[src/rtl/tjmono2_rx_tap_scan_if.sv]
// Bus between the tap-scan sequencer (master) and the RX core register file (slave).
interface tjmono2_rx_tap_scan_if #(
  parameter int ABUSWIDTH = 32
);
  logic [ABUSWIDTH-1:0] M_BUS_ADD;
  logic [7:0]           M_BUS_DATA_OUT;
  logic [7:0]           M_BUS_DATA_IN;
  logic                 M_BUS_WR;
  logic                 M_BUS_RD;

  modport master (
    output M_BUS_ADD,
    output M_BUS_DATA_OUT,
    output M_BUS_WR,
    output M_BUS_RD,
    input  M_BUS_DATA_IN
  );

  modport slave (
    input  M_BUS_ADD,
    input  M_BUS_DATA_OUT,
    input  M_BUS_WR,
    input  M_BUS_RD,
    output M_BUS_DATA_IN
  );
endinterface

[src/rtl/tjmono2_rx_tap_scan.sv]
// IODELAY tap-scan link trainer for one TJ-Monopix2 RX channel; picks the centre of the longest passing window.
// Optional: define TAP_SCAN_BOTH_EDGES_EN to scan both sampling edges instead of CONF_EDGE only.
module tjmono2_rx_tap_scan #(
  parameter int ABUSWIDTH     = 32,
  parameter int SETTLE_CYCLES = 4096
) (
  input  logic                   BUS_CLK,
  input  logic                   RST,
  input  logic                   START,
  input  logic                   ABORT,
  input  logic                   CONF_INVERT,
  input  logic                   CONF_EDGE,
  tjmono2_rx_tap_scan_if.master  m_bus,
  output logic                   BUSY,
  output logic                   DONE,
  output logic                   FAIL,
  output logic [4:0]             BEST_TAP,
  output logic                   BEST_EDGE,
  output logic [6:0]             BEST_LEN,
  output logic [63:0]            PASS_MAP
);

  localparam int CNT_W = $clog2(SETTLE_CYCLES);

  localparam logic [ABUSWIDTH-1:0] ADDR_SOFT_RST = ABUSWIDTH'(0);
  localparam logic [ABUSWIDTH-1:0] ADDR_CTRL     = ABUSWIDTH'(2);
  localparam logic [ABUSWIDTH-1:0] ADDR_ERR_CNT  = ABUSWIDTH'(5);
  localparam logic [ABUSWIDTH-1:0] ADDR_TAP      = ABUSWIDTH'(7);

  typedef enum logic [3:0] {
    S_IDLE, S_RST_WR, S_TAP_WR, S_EN_WR, S_SETTLE,
    S_RD_STAT, S_RD_STAT_W, S_RD_ERR, S_RD_ERR_W, S_EVAL,
    S_FIN_RST, S_FIN_TAP, S_FIN_EN, S_DONE
  } state_t;

  state_t               r_state;
  logic [CNT_W-1:0]     r_cnt;
  logic [4:0]           r_tap;
  logic                 r_edge;
  logic                 r_ready;
  logic                 r_err_zero;
  logic [4:0]           r_run_start;
  logic [6:0]           r_run_len;
  logic [ABUSWIDTH-1:0] r_add;
  logic [7:0]           r_dout;
  logic                 r_wr;
  logic                 r_rd;
  logic                 r_busy;
  logic                 r_done;
  logic                 r_fail;
  logic [4:0]           r_best_tap;
  logic                 r_best_edge;
  logic [6:0]           r_best_len;
  logic [63:0]          r_pass_map;

  logic       w_pass;
  logic [6:0] w_run_prev;
  logic [4:0] w_run_start;
  logic [6:0] w_run_len;
  logic       w_better;
  logic [4:0] w_center;
  logic       w_last;
  logic       w_first_edge;
  logic [7:0] w_en_data;
  logic [7:0] w_fin_tap_data;

`ifdef TAP_SCAN_BOTH_EDGES_EN
  logic w_unused_conf_edge;
  assign w_unused_conf_edge = CONF_EDGE;
  assign w_first_edge       = 1'b0;
  assign w_last             = (r_tap == 5'd31) && r_edge;
`else
  assign w_first_edge       = CONF_EDGE;
  assign w_last             = (r_tap == 5'd31);
`endif

  // Runs restart at tap 0 so windows never wrap 31 -> 0 or span the two edges.
  assign w_pass      = r_ready & r_err_zero;
  assign w_run_prev  = (r_tap == 5'd0) ? 7'd0 : r_run_len;
  assign w_run_start = (w_run_prev == 7'd0) ? r_tap : r_run_start;
  assign w_run_len   = w_pass ? (w_run_prev + 7'd1) : 7'd0;
  assign w_better    = w_pass && (w_run_len > r_best_len);
  assign w_center    = w_run_start + 5'((w_run_len - 7'd1) >> 1);

  assign w_en_data      = {5'b0, 1'b1, CONF_INVERT, 1'b0};
  assign w_fin_tap_data = r_fail ? 8'h22 : {2'b00, r_best_edge, r_best_tap};

  always_ff @(posedge BUS_CLK) begin
    if (RST) begin
      r_state     <= S_IDLE;
      r_cnt       <= '0;
      r_tap       <= '0;
      r_edge      <= 1'b0;
      r_ready     <= 1'b0;
      r_err_zero  <= 1'b0;
      r_run_start <= '0;
      r_run_len   <= '0;
      r_add       <= '0;
      r_dout      <= '0;
      r_wr        <= 1'b0;
      r_rd        <= 1'b0;
      r_busy      <= 1'b0;
      r_done      <= 1'b0;
      r_fail      <= 1'b0;
      r_best_tap  <= '0;
      r_best_edge <= 1'b0;
      r_best_len  <= '0;
      r_pass_map  <= '0;
    end else begin
      r_wr   <= 1'b0;
      r_rd   <= 1'b0;
      r_done <= 1'b0;
      if (ABORT && (r_state != S_IDLE)) begin
        r_state <= S_IDLE;
        r_busy  <= 1'b0;
      end else begin
        unique case (r_state)
          S_IDLE: begin
            if (START) begin
              r_state     <= S_RST_WR;
              r_busy      <= 1'b1;
              r_tap       <= '0;
              r_edge      <= w_first_edge;
              r_run_len   <= '0;
              r_fail      <= 1'b0;
              r_best_tap  <= '0;
              r_best_edge <= 1'b0;
              r_best_len  <= '0;
              r_pass_map  <= '0;
              r_wr        <= 1'b1;
              r_add       <= ADDR_SOFT_RST;
              r_dout      <= 8'h00;
            end
          end
          S_RST_WR: begin
            r_state <= S_TAP_WR;
            r_wr    <= 1'b1;
            r_add   <= ADDR_TAP;
            r_dout  <= {2'b00, r_edge, r_tap};
          end
          S_TAP_WR: begin
            r_state <= S_EN_WR;
            r_wr    <= 1'b1;
            r_add   <= ADDR_CTRL;
            r_dout  <= w_en_data;
          end
          S_EN_WR: begin
            r_state <= S_SETTLE;
            r_cnt   <= CNT_W'(SETTLE_CYCLES - 1);
          end
          S_SETTLE: begin
            if (r_cnt == '0) begin
              r_state <= S_RD_STAT;
              r_rd    <= 1'b1;
              r_add   <= ADDR_CTRL;
            end else begin
              r_cnt <= r_cnt - 1'b1;
            end
          end
          S_RD_STAT: r_state <= S_RD_STAT_W;
          S_RD_STAT_W: begin
            r_ready <= m_bus.M_BUS_DATA_IN[0];
            r_state <= S_RD_ERR;
            r_rd    <= 1'b1;
            r_add   <= ADDR_ERR_CNT;
          end
          S_RD_ERR: r_state <= S_RD_ERR_W;
          S_RD_ERR_W: begin
            r_err_zero <= (m_bus.M_BUS_DATA_IN == 8'h00);
            r_state    <= S_EVAL;
          end
          S_EVAL: begin
            r_pass_map[{r_edge, r_tap}] <= w_pass;
            r_run_start <= w_run_start;
            r_run_len   <= w_run_len;
            if (w_better) begin
              r_best_len  <= w_run_len;
              r_best_edge <= r_edge;
              r_best_tap  <= w_center;
            end
            r_wr   <= 1'b1;
            r_add  <= ADDR_SOFT_RST;
            r_dout <= 8'h00;
            if (w_last) begin
              r_state <= S_FIN_RST;
              r_fail  <= !w_better && (r_best_len == 7'd0);
            end else begin
              r_state <= S_RST_WR;
              r_tap   <= r_tap + 5'd1;
              if (r_tap == 5'd31) r_edge <= 1'b1;
            end
          end
          S_FIN_RST: begin
            r_state <= S_FIN_TAP;
            r_wr    <= 1'b1;
            r_add   <= ADDR_TAP;
            r_dout  <= w_fin_tap_data;
          end
          S_FIN_TAP: begin
            r_state <= S_FIN_EN;
            r_wr    <= 1'b1;
            r_add   <= ADDR_CTRL;
            r_dout  <= w_en_data;
          end
          S_FIN_EN: begin
            r_state <= S_DONE;
            r_done  <= 1'b1;
            r_busy  <= 1'b0;
          end
          S_DONE:  r_state <= S_IDLE;
          default: r_state <= S_IDLE;
        endcase
      end
    end
  end

  assign m_bus.M_BUS_ADD      = r_add;
  assign m_bus.M_BUS_DATA_OUT = r_dout;
  assign m_bus.M_BUS_WR       = r_wr;
  assign m_bus.M_BUS_RD       = r_rd;

  assign BUSY      = r_busy;
  assign DONE      = r_done;
  assign FAIL      = r_fail;
  assign BEST_TAP  = r_best_tap;
  assign BEST_EDGE = r_best_edge;
  assign BEST_LEN  = r_best_len;
  assign PASS_MAP  = r_pass_map;

endmodule

[src/flat_wrapper.sv]
// flat-port wrapper written by rule: the top's interface ports become plain ports
module tjmono2_rx_tap_scan_flat 
#(
  parameter int ABUSWIDTH     = 32,
  parameter int SETTLE_CYCLES = 4096
)
  (BUS_CLK, RST, START, ABORT, CONF_INVERT, CONF_EDGE, BUSY, DONE, FAIL, BEST_TAP, BEST_EDGE, BEST_LEN, PASS_MAP, m_bus_M_BUS_ADD, m_bus_M_BUS_DATA_OUT, m_bus_M_BUS_WR, m_bus_M_BUS_RD, m_bus_M_BUS_DATA_IN);
  tjmono2_rx_tap_scan_if #(.ABUSWIDTH(ABUSWIDTH)) m_bus_i ();
  input  logic BUS_CLK;
  input  logic RST;
  input  logic START;
  input  logic ABORT;
  input  logic CONF_INVERT;
  input  logic CONF_EDGE;
  output logic BUSY;
  output logic DONE;
  output logic FAIL;
  output logic [4:0] BEST_TAP;
  output logic BEST_EDGE;
  output logic [6:0] BEST_LEN;
  output logic [63:0] PASS_MAP;
  output wire logic [$bits(m_bus_i.M_BUS_ADD)-1:0] m_bus_M_BUS_ADD;
  output wire logic [$bits(m_bus_i.M_BUS_DATA_OUT)-1:0] m_bus_M_BUS_DATA_OUT;
  output wire logic [$bits(m_bus_i.M_BUS_WR)-1:0] m_bus_M_BUS_WR;
  output wire logic [$bits(m_bus_i.M_BUS_RD)-1:0] m_bus_M_BUS_RD;
  input wire logic [$bits(m_bus_i.M_BUS_DATA_IN)-1:0] m_bus_M_BUS_DATA_IN;
  assign m_bus_M_BUS_ADD = m_bus_i.M_BUS_ADD;
  assign m_bus_M_BUS_DATA_OUT = m_bus_i.M_BUS_DATA_OUT;
  assign m_bus_M_BUS_WR = m_bus_i.M_BUS_WR;
  assign m_bus_M_BUS_RD = m_bus_i.M_BUS_RD;
  assign m_bus_i.M_BUS_DATA_IN = m_bus_M_BUS_DATA_IN;
  tjmono2_rx_tap_scan #(.ABUSWIDTH(ABUSWIDTH), .SETTLE_CYCLES(SETTLE_CYCLES)) u_core (.BUS_CLK(BUS_CLK), .RST(RST), .START(START), .ABORT(ABORT), .CONF_INVERT(CONF_INVERT), .CONF_EDGE(CONF_EDGE), .m_bus(m_bus_i), .BUSY(BUSY), .DONE(DONE), .FAIL(FAIL), .BEST_TAP(BEST_TAP), .BEST_EDGE(BEST_EDGE), .BEST_LEN(BEST_LEN), .PASS_MAP(PASS_MAP));
endmodule
[config.mk]
export PLATFORM = sky130hd
export DESIGN_NAME = tjmono2_rx_tap_scan_flat
export DESIGN_NICKNAME = d
export VERILOG_FILES = /design/src/rtl/tjmono2_rx_tap_scan_if.sv /design/src/rtl/tjmono2_rx_tap_scan.sv /design/src/flat_wrapper.sv
export SDC_FILE = /design/constraint.sdc
export NUM_CORES = 1
export LEC_CHECK = 0
export CORE_MARGIN = 4
export CORE_UTILIZATION = 38
export CTS_BUF_LIST = sky130_fd_sc_hd__clkbuf_8
export DETAILED_ROUTE_END_ITERATION = 7
export GPL_TIMING_DRIVEN = 0
export SYNTH_ARGS = -nofsm -noshare
export SYNTH_HDL_FRONTEND = slang
export SYNTH_SLANG_ARGS = --single-unit
export TNS_END_PERCENT = 5
[constraint.sdc]
create_clock -name BUS_CLK -period 4.2 [get_ports BUS_CLK]
set_input_delay 1.26 -clock BUS_CLK [delete_from_list [all_inputs] [get_ports BUS_CLK]]
set_output_delay 1.26 -clock BUS_CLK [all_outputs]
set_load 0.005 [all_outputs]
==> qor.csv, run 1 <==
stage;metric;value;unit
power;power.density;321;mW/mm²
yosys;ys_seq_area_frac;0.380;
global_route;grt_pass1_vias;5970;
yosys;synth_area;0.00664;mm²
timing;period_needed;3920;ps
floorplan;fp.dieH;140;µm
global_route;antenna_found_initial;0;
routing;wl_met1;9.71;mm
cells_and_area;fill_cells;1717;
clocking;clkLatencyLatePin;460;ps
setup_path;worst_ep_required_time;4530;ps
clocking;cts-resized-gates;3;
placement;numPortBuffers;102;
yosys;yosysWarnings;0;
setup_path;r2r_cells;18;
floorplan;rows;48;
placement;dp_cells;1224;
yosys;postSynthAreaPerCell;7.66;µm²
floorplan;fp.dieArea;0.0197;mm²
clocking;tritoncts;yes;
placement;hpwl;14.8;mm
floorplan;coreArea;0.0172;mm²
timing;tightest_slew;1230;ps
timing;setup_viol_count_final;0;
yosys;ys.flop_type;dfxtp_1;
timing;rsz0062_at_grt;yes;
timing;timing.final.hold_violations;0;
timing;relSlewSlack;0.171;
clocking;cts.clk_slew.worst_paths;80;ps
yosys;synth_top_area_frac;0.380;
cells_and_area;layout_commonest_cell;a21oi_1;
power;power_leakage;3.14;nW
yosys;yosys-top-cells-area;dfxtp_1, a21oi_1, o21ai_0;
yosys;synth_seq_cells;126;
timing;skew;14.5;ps
yosys;yosys.area.top_type;dfxtp_1;
timing;timing.hold.ws;471;ps
clocking;htree_num_levels;4;
setup_path;end_kind;flop;
timing;setup_ws;280;ps
cells_and_area;diodes;0;
power;p_total;0.00274;W
timing;max_freq;255;MHz
setup_path;critical_path_class;reg2reg;
routing;viasPerCell;5.24;
yosys;synthArstFlopShare;0;
floorplan;io_pins;136;
setup_path;cp_max_fo;10;
yosys;synth.distinct_cells;59;
routing;routed_wirelength;21.1;mm
routing;wl_per_cell;16.8;µm
global_route;grt_max_degree;17;
setup_path;startpoint_type;flop;
min_path;hold_depth;1;
routing;drc;0;
routing;num_vias;6584;
cells_and_area;final_core_util;0.495;
yosys;synth_edf_count;0;
cells_and_area;fin_cells;1256;
global_route;grt-ovfl-total;0;
routing;met2_length;9.47;mm
timing;fin_crit_sh;0.933;
outcome;status;complete, no violations;
clocking;clock_sinks;126;
routing;dr.max_layer_used;met4;
floorplan;initial_core_util;0.385;
timing;slew_violations;0;
placement;pre_cts_slack;-229;ps
routing;wl_met3;1.62;mm
run;maxCapViolCount;0;
clocking;cts_root_buf;clkbuf_8;
cells_and_area;area_growth;28.4;%
routing;firstDrtPassIters;5;
routing;drtIter0Drc;484;
routing;ant_nets;0;
clocking;cts_hold_buf;0;
cells_and_area;drive_gt1_frac;0.0941;
yosys;synthCells;867;
placement;gp_congestion;0.877;
power;vdd_drop_max;0.195;mV
cells_and_area;fin_nets;1051;
cells_and_area;most-common-layout-cells;a21oi_1, dfxtp_1, clkdlybuf4s50_1;
global_route;grt_first_pass_wirelength;32.9;mm
clocking;post-cts-setup-buffers;0;
min_path;hold_class;reg2reg;
setup_path;cp.arrival;4250;ps
global_route;track_usage;0.211;
clocking;cts_buffers;17;
floorplan;die_x;140;µm
clocking;max-clock-path-buffers;2;
==> routing by layer <==
metal	global-route usage	vias to the layer above
li1	-	3257
met1	0.300	3061
met2	0.319	235
met3	0.0406	31
met4	0.0734	0
met5	0	-
==> kinds of logic (layout without fill, tap and decap cells) <==
logic type | after synthesis | after routing | share of synthesized area
DFF | 126 | 126 | 0.380
muxes | 12 | 12 | 0.0185
AOI/OAI and AO/OA | 293 | 293 | 0.245
adders and majority gates | 19 | 19 | 0.0369
buffers and inverters | 129 | 263 | 0.0940
other | 1 | 31 | 0.000565
xor gates and xnor gates | 26 | 26 | 0.0343
and+or+nand+nor | 261 | 261 | 0.191
==> power by group <==
part | switching (W) | leakage, nW | internal, W
combinational | 0.000200 | 1.91 | 0.000116
clock | 0.000533 | 0.218 | 0.000663
sequential | 0.0000146 | 1.02 | 0.00121
==> registers in the layout (all words and copies together), names as in the netlist, 2 cells and up <==
| signal | cells |
|---|---|
| u_core.BEST_TAP | 5 |
| u_core.r_state | 4 |
| u_core.r_tap | 5 |
| u_core.r_run_len | 7 |
| u_core.m_bus.M_BUS_DATA_OUT | 6 |
| u_core.r_cnt | 12 |
| u_core.r_run_start | 5 |
| u_core.BEST_LEN | 7 |
| u_core.PASS_MAP | 64 |
| u_core.m_bus.M_BUS_ADD | 2 |
==> stage by stage <==
step	cell area, µm²	TNS (ps)
after floorplan	6760	0
after detailed placement	8060	-2050
after global placement	8060	-1970
final	8530	0
after global routing	8530	-6.06
after CTS	8510	0
==> Yosys cell counts (2+ instances only) <==
master	number
inv_1	23
mux2i_1	10
nand4_1	2
buf_1	6
a211oi_1	3
a32oi_1	2
buf_2	13
nand3b_1	4
nand3_1	13
and3_1	14
and3b_1	4
nor2_1	60
nor2b_1	6
or3_1	4
nand2b_1	9
clkbuf_1	54
or2_2	2
a22oi_1	19
o211ai_1	4
nor3_1	25
nor3b_1	7
mux2_2	2
dfxtp_1	126
nor4_2	2
o21ai_0	79
nor4_1	6
a21oi_1	168
a21o_1	3
xor2_1	10
xnor2_1	16
buf_4	33
and2_1	3
ha_1	18
nand2_1	92
==> worst paths after layout <==
check	start	to	slack, ps
worst min-delay path	u_core.r_cnt[0]	u_core.r_cnt[0]	470
worst min register to register	u_core.r_cnt[0]	u_core.r_cnt[0]	470
worst max-delay path	u_core.r_tap[0]	u_core.BEST_LEN[1]	280
worst max register to register	u_core.r_tap[0]	u_core.BEST_LEN[1]	280
==> cell type report <==
type,count,area [µm²],area share
multi-input cells,642,3630,0.426
inverters,23,86.3,0.0101
clock inverters,14,194,0.0227
repair buffers,102,1020,0.120
flip-flops and latches,126,2520,0.296
clock buffers,18,248,0.0290
plain buffers,106,543,0.0637
well taps,225,282,0.0330
==> worst max-delay path, stage by stage (launching register included) <==
cell and delay (ps):
dfxtp_1 400, inv_1 190, ha_1 190, or4b_4 520, nand2_2 140, inv_1 50, ha_1 270, nand3_1 150
nor2_1 70, xnor2_1 120, nor2_1 90, ha_1 320, nand4_1 180, a21oi_2 180, o221ai_2 180, a21o_1 270
clkbuf_4 210, a22oi_1 200, nor2_1 60
No activity file was read; power rests on OpenSTA's default activity.
==> inputs of run 2 (changes only) <==
--- a/config.mk
+++ b/config.mk
@@ -10,6 +10,7 @@
 export CTS_BUF_LIST = sky130_fd_sc_hd__clkbuf_8
 export DETAILED_ROUTE_END_ITERATION = 7
 export GPL_TIMING_DRIVEN = 0
+export MAX_ROUTING_LAYER = met4
 export SYNTH_ARGS = -nofsm -noshare
 export SYNTH_HDL_FRONTEND = slang
 export SYNTH_SLANG_ARGS = --single-unit
==> run 2 against run 1 <==
Effect of this change:
- combinational power about the same
- cell area about the same
- global-route usage up 0.60 points
- worst hold slack about the same
- clock power about the same
- sequential share of layout area about the same
- maximum frequency up 0.45%
- cell count unchanged
- clock skew down 2.2 ps
- wire length down 0.19%
- sequential cell count unchanged
- critical endpoint unchanged
==> qor.csv, run 2 (same netlist as run 1, synthesis figures left out) <==
stage;metric;value;unit;change
setup_path;worst_ep_required_time;4530;ps;about the same
cells_and_area;diodes;0;;unchanged
cells_and_area;drive_gt1_frac;0.0951;;+0.000970
routing;wl_per_cell;16.8;µm;-0.19%
placement;hpwl;14.8;mm;unchanged
routing;wl_met3;1.65;mm;+1.8%
clocking;max-clock-path-buffers;2;;unchanged
setup_path;end_kind;flop;;
power;power_leakage;3.14;nW;-0.10%
global_route;antenna_found_initial;0;;unchanged
timing;max_freq;256;MHz;+0.45%
global_route;grt_pass1_vias;5974;;+0.067%
clocking;tritoncts;yes;;
timing;relSlewSlack;0.149;;-0.0213
setup_path;cp.arrival;4230;ps;-20 ps
timing;fin_crit_sh;0.929;;-0.00414
routing;firstDrtPassIters;4;;-1
global_route;grt_max_degree;17;;unchanged
placement;numPortBuffers;102;;unchanged
cells_and_area;fin_nets;1051;;unchanged
clocking;cts_buffers;17;;unchanged
timing;timing.final.hold_violations;0;;unchanged
timing;skew;12.3;ps;-2.18 ps
routing;viasPerCell;5.23;;-0.17%
setup_path;slowest_stage;or4b_4;;
timing;tightest_slew;1270;ps;+31.7 ps
cells_and_area;layout_commonest_cell;a21oi_1;;
clocking;cts_root_buf;clkbuf_8;;
clocking;cts.clk_slew.worst_paths;80;ps;about the same
timing;setup_viol_count_final;0;;unchanged
global_route;track_usage;0.217;;+0.00596
routing;num_vias;6573;;-0.17%
routing;dr.max_layer_used;met4;;
timing;setup_ws;297;ps;+17.4 ps
power;power.density;320;mW/mm²;-0.27%
floorplan;fp.dieArea;0.0197;mm²;unchanged
routing;ant_nets;0;;unchanged
cells_and_area;most-common-layout-cells;a21oi_1, dfxtp_1, clkdlybuf4s50_1;;
floorplan;rows;48;;unchanged
routing;drtIter0Drc;506;;+4.5%
floorplan;die_x;140;µm;unchanged
floorplan;initial_core_util;0.385;;unchanged
placement;pre_cts_slack;-229;ps;unchanged
setup_path;cp_max_fo;10;;unchanged
timing;slew_violations;0;;unchanged
run;maxCapViolCount;0;;unchanged
outcome;status;complete, no violations;;
setup_path;crit_buf_inv;3;;unchanged
routing;drc;0;;unchanged
global_route;grt-ovfl-total;0;;unchanged
placement;gp_congestion;0.891;;+1.7%
setup_path;critical_path_class;reg2reg;;
power;p_total;0.00273;W;-0.32%
routing;routed_wirelength;21.1;mm;-0.19%
routing;wl_met1;9.75;mm;+0.42%
clocking;htree_num_levels;4;;unchanged
power;vdd_drop_max;0.193;mV;-1.1%
routing;met2_length;9.40;mm;-0.74%
timing;period_needed;3900;ps;-17.4 ps
min_path;hold_class;reg2reg;;
setup_path;crit_chain;inv_2, ha_1, or4b_4, nand2_2, inv_1, ha_1, nand3_1, nor2_1, xnor2_1, nor2_1, ha_1, nand4_1, a21oi_2, o221ai_2, a21o_1, clkbuf_2, a22oi_1, nor2_1;;
floorplan;fp.dieH;140;µm;unchanged
cells_and_area;fill_cells;1718;;+0.058%
setup_path;startpoint_type;flop;;
clocking;clock_sinks;126;;unchanged
floorplan;io_pins;136;;unchanged
clocking;post-cts-setup-buffers;0;;unchanged
setup_path;critPathTopFamily;simple AND/OR/NAND/NOR gates;;
global_route;grt_first_pass_wirelength;32.9;mm;about the same
setup_path;slowest_delay;510;ps;about the same
floorplan;coreArea;0.0172;mm²;unchanged
cells_and_area;area_growth;28.4;%;about the same
clocking;clkLatencyLatePin;460;ps;about the same
cells_and_area;largest_register_ffs;64;;unchanged
## run 2: cell counts in the layout (fill, tap and decap cells not counted)
No cell type changed its count.
## run 2: where the power goes
| part | internal, W | switching, W |
|---|---|---|
| clock | 0.000663 | 0.000525 |
| combinational | 0.000115 | 0.000199 |
| sequential | 0.00121 | 0.0000146 |
## run 2: path summary, 6_finish.rpt
path / startpoint / to / slack, ps / depth (start not counted)
setup / recovery: u_core.r_tap[0] / u_core.BEST_LEN[1] / 300 / 18
hold / removal: u_core.r_cnt[0] / u_core.r_cnt[0] / 470 / 1
setup reg to reg: u_core.r_tap[0] / u_core.BEST_LEN[1] / 300 / 18
hold reg to reg: u_core.r_cnt[0] / u_core.r_cnt[0] / 470 / 1
## run 2: area by class of cell
class / instances / area, µm² / share of cell area
Buffer: 106 / 539 / 0.0632
Clock buffer: 18 / 248 / 0.0291
Clock inverter: 14 / 194 / 0.0227
Inverter: 23 / 86.3 / 0.0101
Multi-Input combinational cell: 642 / 3630 / 0.426
Sequential cell: 126 / 2520 / 0.296
Tap cell: 225 / 282 / 0.0330
Timing Repair Buffer: 102 / 1020 / 0.120
## run 2: metal layers
| metal | track usage | up-vias |
|---|---|---|
| met5 | - | - |
| met4 | 0.0597 | 0 |
| met3 | 0.0461 | 30 |
| met2 | 0.319 | 259 |
| met1 | 0.301 | 3029 |
| li1 | - | 3255 |
## run 2: stage by stage
step                      std cells  instance area (µm²)  setup TNS, ps   util  hold WS [ps]
after floorplan                 897                 6760              0      -           437
after global placement         1224                 8060          -1970  0.467           456
after detailed placement       1224                 8060          -2050  0.467           451
after CTS                      1256                 8510              0  0.494           465
after global routing           1256                 8530          -1.44  0.495           495
final                          1256                 8530              0  0.495           470
## run 2: what timing repair did
action / 4_1_cts / 5_1_grt
hold buffers: 0 / 0
setup endpoints to repair: 10 / 13
resized for setup: 3 / 8
cloned: 0 / 0
pin swaps: 0 / 0
